## config.mk

```make
export PLATFORM = sky130hd
export DESIGN_NAME = fetch_controller
export DESIGN_NICKNAME = d
export VERILOG_FILES = /design/src/rtl/cpu_pkg.sv /design/src/rtl/fetch_fifo.sv /design/src/rtl/fetch_controller.sv
export SDC_FILE = /design/constraint.sdc
export NUM_CORES = 1
export LEC_CHECK = 0
export CORE_UTILIZATION = 25
export DETAILED_ROUTE_END_ITERATION = 7
export PLACE_DENSITY = 0.5
export REMOVE_ABC_BUFFERS = 1
export SLEW_MARGIN = 0
export SYNTH_ARGS = -nofsm -noshare
export SYNTH_HDL_FRONTEND = slang
export SYNTH_SLANG_ARGS = --single-unit
```

## constraint.sdc

```tcl
create_clock -name clk -period 8.1 [get_ports clk]
set_clock_uncertainty 0.2 [all_clocks]
set_input_delay 1.62 -clock clk [delete_from_list [all_inputs] [get_ports clk]]
set_output_delay 1.62 -clock clk [all_outputs]
set_load 0.05 [all_outputs]
```

## src/rtl/cpu_pkg.sv

```systemverilog
// Shared fetch-side types and constants: FSM state encoding, default reset PC and the canonical NOP.
package cpu_pkg;

    typedef enum logic [1:0] {
        ST_IDLE   = 2'd0,
        ST_FETCH  = 2'd1,
        ST_DRAIN  = 2'd2,
        ST_HALTED = 2'd3
    } fetch_state_e;

    localparam logic [31:0] RESET_PC_DEFAULT = 32'h0000_0000;
    localparam logic [31:0] INST_NOP         = 32'h0000_0013;

endpackage

```

## src/rtl/fetch_fifo.sv

```systemverilog
// Synchronous instruction buffer of {pc, inst} entries; head is the oldest entry.
// Flush has priority over push and pop.
module fetch_fifo #(
    parameter int DEPTH = 2,
    parameter int CNT_W = $clog2(DEPTH + 1)
) (
    input  logic             clk,
    input  logic             rst_n,
    input  logic             push_i,
    input  logic             pop_i,
    input  logic             flush_i,
    input  logic [63:0]      wdata_i,
    output logic [CNT_W-1:0] count_o,
    output logic [63:0]      head_o
);
    localparam int PTR_W = (DEPTH > 1) ? $clog2(DEPTH) : 1;

    logic [63:0]      mem_q [DEPTH];
    logic [PTR_W-1:0] wr_ptr_q, wr_ptr_d;
    logic [PTR_W-1:0] rd_ptr_q, rd_ptr_d;
    logic [CNT_W-1:0] count_q, count_d;
    logic             do_push, do_pop;

    // Explicit wrap so non-power-of-two depths index correctly.
    function automatic logic [PTR_W-1:0] ptr_inc(input logic [PTR_W-1:0] ptr);
        return (ptr == PTR_W'(DEPTH - 1)) ? '0 : ptr + PTR_W'(1);
    endfunction

    always_comb begin
        do_push  = push_i && !flush_i;
        do_pop   = pop_i && !flush_i && (count_q != '0);
        wr_ptr_d = do_push ? ptr_inc(wr_ptr_q) : wr_ptr_q;
        rd_ptr_d = do_pop ? ptr_inc(rd_ptr_q) : rd_ptr_q;
        count_d  = count_q;
        if (flush_i) begin
            wr_ptr_d = '0;
            rd_ptr_d = '0;
            count_d  = '0;
        end else if (do_push && !do_pop) begin
            count_d = count_q + CNT_W'(1);
        end else if (!do_push && do_pop) begin
            count_d = count_q - CNT_W'(1);
        end
    end

    always_ff @(posedge clk) begin
        if (!rst_n) begin
            wr_ptr_q <= '0;
            rd_ptr_q <= '0;
            count_q  <= '0;
        end else begin
            wr_ptr_q <= wr_ptr_d;
            rd_ptr_q <= rd_ptr_d;
            count_q  <= count_d;
        end
    end

    always_ff @(posedge clk) begin
        if (do_push) begin
            mem_q[wr_ptr_q] <= wdata_i;
        end
    end

    assign count_o = count_q;
    assign head_o  = mem_q[rd_ptr_q];

endmodule

```

## src/rtl/fetch_controller.sv

```systemverilog
// Instruction fetch sequencer: owns the fetch PC, drives the 1-cycle ROM and buffers words for decode.
// Build macro FETCH_PERF_EN adds the perf_bubble_cnt / perf_flush_cnt counter outputs.
module fetch_controller
    import cpu_pkg::*;
#(
    parameter int          ADDR_W     = 14,
    parameter logic [31:0] RESET_PC   = RESET_PC_DEFAULT,
    parameter int          FIFO_DEPTH = 2
) (
    input  logic              clk,
    input  logic              rst_n,
    output logic              rom_en,
    output logic [ADDR_W-1:0] rom_addr,
    input  logic [31:0]       rom_data,
    output logic              inst_valid,
    input  logic              inst_ready,
    output logic [31:0]       inst,
    output logic [31:0]       inst_pc,
    input  logic              redirect_valid,
    input  logic [31:0]       redirect_pc,
    input  logic              halt_req,
    output logic              halted
`ifdef FETCH_PERF_EN
    ,
    output logic [31:0]       perf_bubble_cnt,
    output logic [31:0]       perf_flush_cnt
`endif
);
    localparam int CNT_W = $clog2(FIFO_DEPTH + 1);
    localparam int OCC_W = CNT_W + 1;

    fetch_state_e     state_q, state_d;
    logic [31:0]      pc_q, pc_d;
    logic [31:0]      inflight_pc_q;
    logic             inflight_q;
    logic [CNT_W-1:0] fifo_count;
    logic [63:0]      fifo_head;
    logic             redirect_act, pop, issue, push, kill, has_room;
    logic             unused_bits;

    assign unused_bits = ^{redirect_pc[1:0], INST_NOP};

    fetch_fifo #(
        .DEPTH (FIFO_DEPTH),
        .CNT_W (CNT_W)
    ) u_fifo (
        .clk     (clk),
        .rst_n   (rst_n),
        .push_i  (push),
        .pop_i   (pop),
        .flush_i (redirect_act),
        .wdata_i ({inflight_pc_q, rom_data}),
        .count_o (fifo_count),
        .head_o  (fifo_head)
    );

    always_comb begin
        redirect_act = redirect_valid && (state_q != ST_IDLE);
        inst_valid   = (fifo_count != '0);
        pop          = inst_valid && inst_ready && !redirect_valid;
        // A read returning in a redirect cycle belongs to the old path and must not land.
        kill         = inflight_q && redirect_act;
        push         = inflight_q && !kill;
        // Buffered plus in-flight words may never exceed the buffer, unless a slot frees this cycle.
        has_room     = (OCC_W'(fifo_count) + OCC_W'(inflight_q)) < OCC_W'(FIFO_DEPTH);
        issue        = (state_q == ST_FETCH) && !redirect_valid && !halt_req && (has_room || pop);

        rom_en   = issue;
        rom_addr = issue ? pc_q[ADDR_W+1:2] : '0;
        inst     = inst_valid ? fifo_head[31:0]  : '0;
        inst_pc  = inst_valid ? fifo_head[63:32] : '0;
        halted   = (state_q == ST_HALTED);

        state_d = state_q;
        case (state_q)
            ST_IDLE:   state_d = ST_FETCH;
            ST_FETCH:  if (!redirect_act && halt_req) state_d = ST_DRAIN;
            ST_DRAIN:  if (redirect_act) state_d = ST_FETCH;
                       else if (!inflight_q) state_d = ST_HALTED;
            ST_HALTED: if (redirect_act || !halt_req) state_d = ST_FETCH;
            default:   state_d = ST_IDLE;
        endcase

        pc_d = pc_q;
        if (redirect_act) begin
            pc_d = {redirect_pc[31:2], 2'b00};
        end else if (issue) begin
            pc_d = pc_q + 32'd4;
        end
    end

    always_ff @(posedge clk) begin
        if (!rst_n) begin
            state_q       <= ST_IDLE;
            pc_q          <= RESET_PC;
            inflight_q    <= 1'b0;
            inflight_pc_q <= '0;
        end else begin
            state_q    <= state_d;
            pc_q       <= pc_d;
            inflight_q <= issue;
            if (issue) begin
                inflight_pc_q <= pc_q;
            end
        end
    end

`ifdef FETCH_PERF_EN
    logic [31:0] perf_bubble_q, perf_flush_q;

    always_ff @(posedge clk) begin
        if (!rst_n) begin
            perf_bubble_q <= '0;
            perf_flush_q  <= '0;
        end else begin
            if ((state_q == ST_FETCH) && !inst_valid && (perf_bubble_q != '1)) begin
                perf_bubble_q <= perf_bubble_q + 32'd1;
            end
            if (redirect_valid && (perf_flush_q != '1)) begin
                perf_flush_q <= perf_flush_q + 32'd1;
            end
        end
    end

    assign perf_bubble_cnt = perf_bubble_q;
    assign perf_flush_cnt  = perf_flush_q;
`endif

endmodule

```

Word-level counts from Yosys, hierarchy flattened
Memories as Yosys holds them, arrays and structs flattened. A register that Yosys moved wholly into a read port is not among the register bits.
Cells that the tools add are included.
{"block": "totals", "wordCells": 70, "ram_bits": 128, "mem_count": 1, "out_inout_bits": 81, "register_bits": 71}
{"name": "u_fifo.mem_q", "depth": 2, "word_bits": 64, "read_ports": 1, "rd_ports_with_merged_regs": 1, "wr": 1, "line": "fetch_fifo.sv:18", "source": "logic [63:0] mem_q [DEPTH];"}
{"block": "op_classes", "n_eq_ne": 6, "mux": 18, "n_reduce_logical": 29, "n_addsub": 6, "bitwise_logic": 1, "order_cmp": 1}
{"operator": "$mux W32", "count": 4}
{"operator": "$add A32 B3 Y32 const B", "count": 1}
{"operator": "$logic_and A1 B1 Y1", "count": 14}
{"operator": "$mux W14", "count": 1}
{"operator": "$mux W2", "count": 6}
{"operator": "$pmux W2 S4", "count": 1}
{"operator": "$reduce_bool A2 Y1", "count": 4}
{"operator": "$logic_not A1 Y1", "count": 6}
{"operator": "$mux W1", "count": 6}
{"operator": "$eq A2 B2 Y1 const B", "count": 2}
{"operator": "$ne A2 B1 Y1 const B", "count": 2}
{"operator": "$add A2 B1 Y3", "count": 1}
{"operator": "$lt A3 B2 Y1 const B", "count": 1}
{"operator": "$ne A3 B2 Y1 const B", "count": 1}
{"operator": "$reduce_and A3 Y1", "count": 1}
{"operator": "$add A1 B1 Y1 const B", "count": 2}
{"operator": "$add A2 B1 Y2 const B", "count": 1}
{"operator": "$eq A2 B1 Y1 const B", "count": 1}
{"operator": "$logic_not A2 Y1", "count": 1}
{"operator": "$logic_or A1 B1 Y1", "count": 2}
{"operator": "$reduce_or A2 Y1", "count": 1}
{"operator": "$sub A2 B1 Y2 const B", "count": 1}
{"operator": "$not A1 Y1", "count": 1}

Logic depth before layout (Yosys ltp)
Gate-level depths: netlist of run 1.
{"block": "depth", "ltp_word": 10, "ltp_mapped": 9}

Hierarchy
From an unflattened synthesis of run 1, not the netlist that was laid out.
{"block": "hier_totals", "cells_unflattened": 677, "area_unflattened_um2": 8261.7}
{"mod": "fetch_fifo", "cells_per_inst": 223, "instances": 1, "seq_area_each_um2": 3943.8, "area_each_um2": 4855.9}
{"mod": "fetch_controller", "cells_per_inst": 454, "instances": 1, "seq_area_each_um2": 1261.2, "area_each_um2": 3405.8}

Least setup slack after synthesis of run 1
Ideal clock, no wire load.
{"block": "synth_timing", "path_kind": "input to register", "from": "input redirect_valid", "to": "memory u_fifo.mem_q[0][0], enable pin", "slack_ns": 2.594, "t_arrival_ns": 4.816, "setup_time_ns": 0.490, "cell_stages": 4, "path_cell_list": "nand2b_1 clkbuf_1 and2_1 nor2b_1"}
{"block": "synth_via", "elab_chain_cells": 7, "word_cells_on_any_way": 8}
{"item": "from (decl)", "line": "fetch_controller.sv:19", "source": "input logic redirect_valid,"}
{"item": "$logic_and A1 B1 Y1 (*)", "line": "fetch_controller.sv:58", "source": "redirect_act = redirect_valid && (state_q != ST_IDLE);"}
{"item": "$logic_and A1 B1 Y1", "line": "fetch_controller.sv:62", "source": "kill = inflight_q && redirect_act;"}
{"item": "$logic_not A1 Y1", "line": "fetch_controller.sv:63", "source": "push = inflight_q && !kill;"}
{"item": "$logic_and A1 B1 Y1", "line": "fetch_controller.sv:63"}
{"item": "$logic_and A1 B1 Y1 (*)", "line": "fetch_fifo.sv:30", "source": "do_push = push_i && !flush_i;"}
{"item": "net u_fifo.do_push", "line": "fetch_fifo.sv:22", "source": "logic do_push, do_pop;"}
{"item": "$mux W1 (*)", "line": "fetch_fifo.sv:59", "source": "if (do_push) begin"}
{"item": "$mux W1 (implied by the code) (*)", "line": "fetch_fifo.sv:60", "source": "mem_q[wr_ptr_q] <= wdata_i;"}
{"item": "to (decl)", "line": "fetch_fifo.sv:18"}
The timed path passes the listed nets; every way through them passes the cells marked *.

Worst setup path in the final report of run 1
{"block": "layout_timing", "from": "input redirect_valid", "to": "output rom_en"}
{"block": "layout_via", "elab_chain_cells": 4, "word_cells_on_any_way": 6}
{"item": "$logic_not A1 Y1 (*)", "line": "fetch_controller.sv:60, fetch_controller.sv:66"}
{"item": "$logic_and A1 B1 Y1 (on tied branches)", "line": "fetch_controller.sv:66, fetch_controller.sv:60"}
{"item": "$logic_and A1 B1 Y1 / $logic_or A1 B1 Y1 (equally long branches)", "line": "fetch_controller.sv:66", "source": "issue = (state_q == ST_FETCH) && !redirect_valid && !halt_req && (has_room || pop);"}
{"item": "$logic_and A1 B1 Y1 (*)", "line": "fetch_controller.sv:66"}
{"item": "to (decl)", "line": "fetch_controller.sv:12", "source": "output logic rom_en,"}
Mark *: on every way between the ends. The rest lies on a longest branch, timed or not.

==> results of run 1 <==
## logic make-up (layout without fill, tap and decap cells)
logic type | after synthesis | count (layout) | share of synthesized area [%]
simple gates | 216 | 216 | 12.9
flops | 192 | 192 | 65.0
compound gates | 107 | 107 | 7.38
mux | 63 | 63 | 8.07
buf+inv | 60 | 209 | 3.02
xor+xnor | 24 | 24 | 2.69
fa+ha+maj | 6 | 6 | 0.959
other cells | 1 | 2 | 0.0479
## metal layers
metal	share of wire, %	vias up
li1	-	2658
met1	48	2582
met2	46	121
met3	4.5	18
met4	1.1	0
met5	0	-
## state kept, by name, summed over array words and instances (netlist names), named ones only
signal	cells
u_fifo.mem_q	124
inflight_pc_q	30
pc_q	30
state_q	2
u_fifo.count_o	2
inflight_q	1
u_fifo.rd_ptr_q	1
u_fifo.wr_ptr_q	1
## layout by cell type, fill, tap and decap left out, drive strengths merged, types with 9 or more instances in the layout
| master | count |
|---|---|
| nand2 | 77 |
| a21oi | 59 |
| mux2i | 62 |
| o21ai | 29 |
| clkbuf | 23 |
| nor4 | 9 |
| xnor2 | 15 |
| nor2 | 79 |
| edfxtp | 124 |
| xor2 | 9 |
| inv | 26 |
| dfxtp | 68 |
| nand4 | 14 |
| clkdlybuf4s50 | 145 |
## final timing paths
kind | slack, ns | to | startpoint
worst max-delay path | 2.02 | rom_en | redirect_valid
worst min-delay path | 0.25 | u_fifo.mem_q[1][55]$_DFFE_PP_ | inflight_pc_q[23]$_SDFFE_PN0P_
worst max register to register | 5.27 | pc_q[27]$_SDFFE_PN0P_ | state_q[0]$_SDFFE_PN0P_
worst min register to register | 0.25 | u_fifo.mem_q[1][55]$_DFFE_PP_ | inflight_pc_q[23]$_SDFFE_PN0P_
## power by group
group | switching [uW] | internal, uW | leakage [uW]
Sequential | 30.4 | 1060 | 0.00162
Combinational | 172 | 101 | 0.00135
Clock | 362 | 441 | 0.000272
Total | 564 | 1610 | 0.00324
## per-stage QoR
stage	std cells	utilization [%]	hold WS [ns]	setup WS, ns
2_1_floorplan	634	-	0.225	1.97
3_3_place_gp	1183	31.7	0.232	2.03
3_5_place_dp	1183	31.7	0.239	1.98
4_1_cts	1215	33.5	0.255	1.98
5_1_grt	1215	33.5	0.268	1.83
6_report	1215	33.5	0.254	2.02
## area by class of cell
type	count	area [um2]
Multi-Input combinational cell	418	2530
Inverter	24	90.1
Tap cell	396	495
Clock buffer	23	468
Sequential cell	192	5090
Timing Repair Buffer	153	1510
Fill cell	3128	20400
Clock inverter	9	81.3
==> results_dict.tcl, run 1 <==
set metrics [dict create \
    slew_headroom_pct 22.9 \
    hold_violations 0 \
    die_area_um2 32000 \
    power.total_uw 2170 \
    arrival_ns 4.26 \
    insertion_delay_ns 0.43 \
    route.detailed.drc 0 \
    cap_violations 0 \
    async_flop_share_pct 0 \
    yosys.area.top_type "edfxtp_1" \
    period_needed_ns 6.08 \
    cp_slowest_cell "clkdlybuf4s50_1" \
    ir_worst_vdd_v 0.000122 \
    fp.coreArea_um2 30700 \
    hpwl_um 12500 \
    synth_most_common_cell "edfxtp_1" \
    drt-total-wl_um 20100 \
    critPathMaxStageDelay_ns 0.85 \
    syn_area_per_cell_um2 11.7 \
    cts_tree "built" \
    syn_area_um2 7830 \
    synth.distinct_cells 46 \
    diodes 0 \
    worstPathCellList "clkdlybuf4s50_1, nor3b_2, o21ai_2, inv_2, buf_4, clkdlybuf4s50_1" \
    pin_count 150 \
    status "finished, final reports clean" \
    grt_util_met1_pct 17.2 \
    worstSetupPathType "input pin to output port" \
    grt_use_met2_pct 20.9 \
    gr-usage-met3_pct 2.78 \
    rsz0062_at_grt "no" \
    hold_path_class "flop to flop" \
    grt_pass1_vias 5275 \
    critPathLaunchType "input pin" \
    yosysWarnings 0 \
    nNetsFinal 881 \
    routed_via_density 4.43 \
    synth.top_cell.area_share_pct 47.6 \
    gr-max-usage-layer "met2" \
    critPathCaptureType "output port" \
    die_x_um 179 \
    setup_viol 0 \
    drtIter0Drc 254 \
    crit_required_ns 6.28 \
    rows 64 \
    cts_max_level 4 \
    cts.clk_slew.worst_paths_ns 0.06 \
    area_growth_pct 31.2 \
    r2r_cells 8 \
    vias 5379 \
    maxSlewViolCount 0 \
    worstMarginPinSlew_ns 1.15 \
    min_path_cells 0 \
    cp.depth 6 \
    powerDensity_nw_per_um2 211 \
    cts_sinks 192 \
    cts_setup_buffers 0 \
    synth_seq_cells 192 \
    final_antenna_net_count 0 \
    clockBufferDepth 2 \
    grt-ovfl-total 0 \
    drtPass1Iterations 4 \
    io_buffers 145 \
    ys_top_cells_by_count "edfxtp_1, nor2_1, nand2_1" \
    gp_congestion 0.715 \
    cts-hold-fix-buffers 0 \
    grt_max_degree 63 \
    wire_per_inst_um 16.6 \
    place_area_um2 9720 \
    worst-path-buf-inv 4 \
    fin_setup_tns_ns 0 \
    post_cts_resized 0 \
    yosys-top-cells-area "edfxtp_1, dfxtp_1, mux2i_1" \
    seq_area_frac_synth_pct 65.0 \
    path_delay_family "buffers and inverters" \
    layout-drive-gt1-share_pct 6.35 \
    period_share_pct 75.0 \
    path_max_fanout 28 \
    fmax_ghz 0.165 \
    dieHeight_um 179 \
    cts.root.buffer_cell "clkbuf_16" \
    cellLeakagePower_uw 0.00324 \
    antenna_found_initial 0 \
    design_area_um2 10300 \
    syn_inst 669 \
    cts_made_buffers 17 \
    synth_ff_type "edfxtp_1" \
    grt_pass1_wl_um 30400 \
    grt.total_usage_pct 12.9 \
    start_util_pct 25.5 \
    synth_edf_count 124 \
    path_common_cell "clkdlybuf4s50_1" \
]
(Power assumes the default switching activity.)
==> inputs of run 2 (changes only) <==
- clock period: 8.1 -> 5.76 ns (I/O delays scaled with it)
==> run 2 against run 1 <==
  * Combinational power is 42% higher
  * First-iteration DRC count is 26% lower
  * Setup slack worse by 0.76 ns
  * Sequential share of layout area is 0.17 points lower
  * Register-to-register slack worse by 2.3 ns
  * Core utilization is 0.12 points higher
  * Critical endpoint unchanged
  * Sequential power is 41% higher
  * Sequential cell count stayed put
  * Non-clock buffer count is 4 higher
  * Largest power group unchanged
==> results_dict.tcl, run 2 (synthesized netlist as in run 1, its figures left out) <==
set metrics [dict create \
    post_cts_resized 0 \
    drt-total-wl_um 20100 \
    fmax_ghz 0.222 \
    area_growth_pct 31.6 \
    grt_util_met1_pct 16.8 \
    hold_path.startpoint "inflight_pc_q[3]$_SDFFE_PN0P_" \
    die_x_um 179 \
    cap_violations 0 \
    period_share_pct 78.0 \
    cts-hold-fix-buffers 0 \
    cts_made_buffers 17 \
    drtPass1Iterations 4 \
    cts_max_level 4 \
    maxSlewViolCount 0 \
    route.detailed.drc 0 \
    r2r_cells 9 \
    rsz0062_at_grt "no" \
    wire_per_inst_um 16.5 \
    layout-drive-gt1-share_pct 9.11 \
    powerDensity_nw_per_um2 301 \
    period_needed_ns 4.50 \
    setup_viol 0 \
    diodes 0 \
    hold_violations 0 \
    cts.clk_slew.worst_paths_ns 0.07 \
    cellLeakagePower_uw 0.00331 \
    final_cell_count_no_fill 1219 \
    reg2reg_slack_ns 2.95 \
    ir_worst_vdd_v 0.000184 \
    cp_slowest_cell "clkdlybuf4s50_1" \
    antenna_found_initial 0 \
    final_cell_mix "clkdlybuf4s50_1, edfxtp_1, nor2_1, nand2_1, dfxtp_1" \
    path_common_cell "buf_4" \
    r2r-end "pc_q[28]$_SDFFE_PN0P_" \
    top_register "u_fifo.mem_q" \
    path_delay_family "buffers and inverters" \
    cts_sinks 192 \
    final_common_cell "clkdlybuf4s50_1" \
    insertion_delay_ns 0.43 \
    gr-usage-met3_pct 2.76 \
    final_antenna_net_count 0 \
    critPathMaxStageDelay_ns 0.45 \
    largest_reg_flops 124 \
    rr_startpoint "state_q[1]$_SDFFE_PN0P_" \
    die_area_um2 32000 \
    arrival_ns 3.14 \
    clockBufferDepth 2 \
    worstMarginPinSlew_ns 1.01 \
    hold_path_class "flop to flop" \
    cts_setup_buffers 0 \
    io_buffers 145 \
    worstPathCellList "clkdlybuf4s50_1, nor3b_2, o21ai_2, inv_2, buf_4, buf_4" \
    grt.total_usage_pct 12.8 \
    nNetsFinal 885 \
    dpl.cell_count 1187 \
    path_max_fanout 28 \
    hpwl_um 13000 \
    largestRegisters "u_fifo.mem_q (124), inflight_pc_q (30), pc_q (30)" \
    rows 64 \
    critPathCaptureType "output port" \
    slew_headroom_pct 32.6 \
    grt_pass1_vias 5370 \
    gp_congestion 0.712 \
    grt_use_met2_pct 21.1 \
    worstSetupPathType "input pin to output port" \
    pin_count 150 \
    grt_pass1_wl_um 30400 \
    power.total_uw 3110 \
    worst-path-buf-inv 4 \
    start_util_pct 25.5 \
    cts.root.buffer_cell "clkbuf_16" \
    critPathLaunchType "input pin" \
    fin_setup_tns_ns 0 \
    vias 5348 \
    holdPathEnd "u_fifo.mem_q[1][35]$_DFFE_PP_" \
    cts_tree "built" \
    status "finished, final reports clean" \
    gr-max-usage-layer "met2" \
    fp.coreArea_um2 30700 \
    drtIter0Drc 188 \
    crit_required_ns 4.41 \
    dieHeight_um 179 \
    min_path_cells 0 \
    grt_max_degree 63 \
    grt-ovfl-total 0 \
    routed_via_density 4.39 \
]
## run 2: cell types whose count changed in the layout (fill, tap and decap cells not counted), sizes merged
cell,before,now
clkinv,5,8
clkbuf,23,18
clkdlybuf4s50,145,130
buf,8,27
inv,26,28
## run 2: worst max-delay path by stage
| stage | start | endpoint | slack [ns] | cells past startpoint |
|---|---|---|---|---|
| floorplan | redirect_valid | u_fifo.mem_q[0][0]$_DFFE_PP_ | 0.09 | 3 |
| global placement | redirect_valid | rom_en | 1.22 | 6 |
| detailed placement | redirect_valid | rom_en | 1.20 | 6 |
| CTS | redirect_valid | rom_en | 1.21 | 6 |
| global route | redirect_valid | rom_en | 1.15 | 6 |
| finish | redirect_valid | rom_en | 1.26 | 6 |
## run 2: layout make-up
cell class	instances	area [um2]
fillers	3105	20400
well taps	396	495
flip-flops and latches	192	5090
clock buffers	18	439
multi-input cells	418	2530
inverters	24	90.1
repair buffers	157	1500
clock inverters	14	154
## run 2: stage by stage
step	cell area (um2)	utilization [%]	setup slack (ns)	hold slack, ns
after floorplan	7690	-	0.0937	0.225
after global placement	9710	31.7	1.22	0.229
after detailed placement	9710	31.7	1.20	0.238
after CTS	10300	33.6	1.21	0.254
after global routing	10300	33.6	1.15	0.267
final	10300	33.6	1.26	0.253
## run 2: routing by layer
metal / part of all wire (%) / wire length [um] / up-vias
met5: 0 / 0 / -
met4: 0.68 / 137 / 0
met2: 47 / 9510 / 133
met1: 47 / 9490 / 2549
met3: 4.6 / 926 / 11
li1: - / - / 2655
## run 2: power by group
group | switching [uW] | total [uW] | internal (uW)
clock network | 557 | 1180 | 625
logic | 244 | 388 | 144
registers | 40.4 | 1540 | 1500
total | 842 | 3110 | 2260
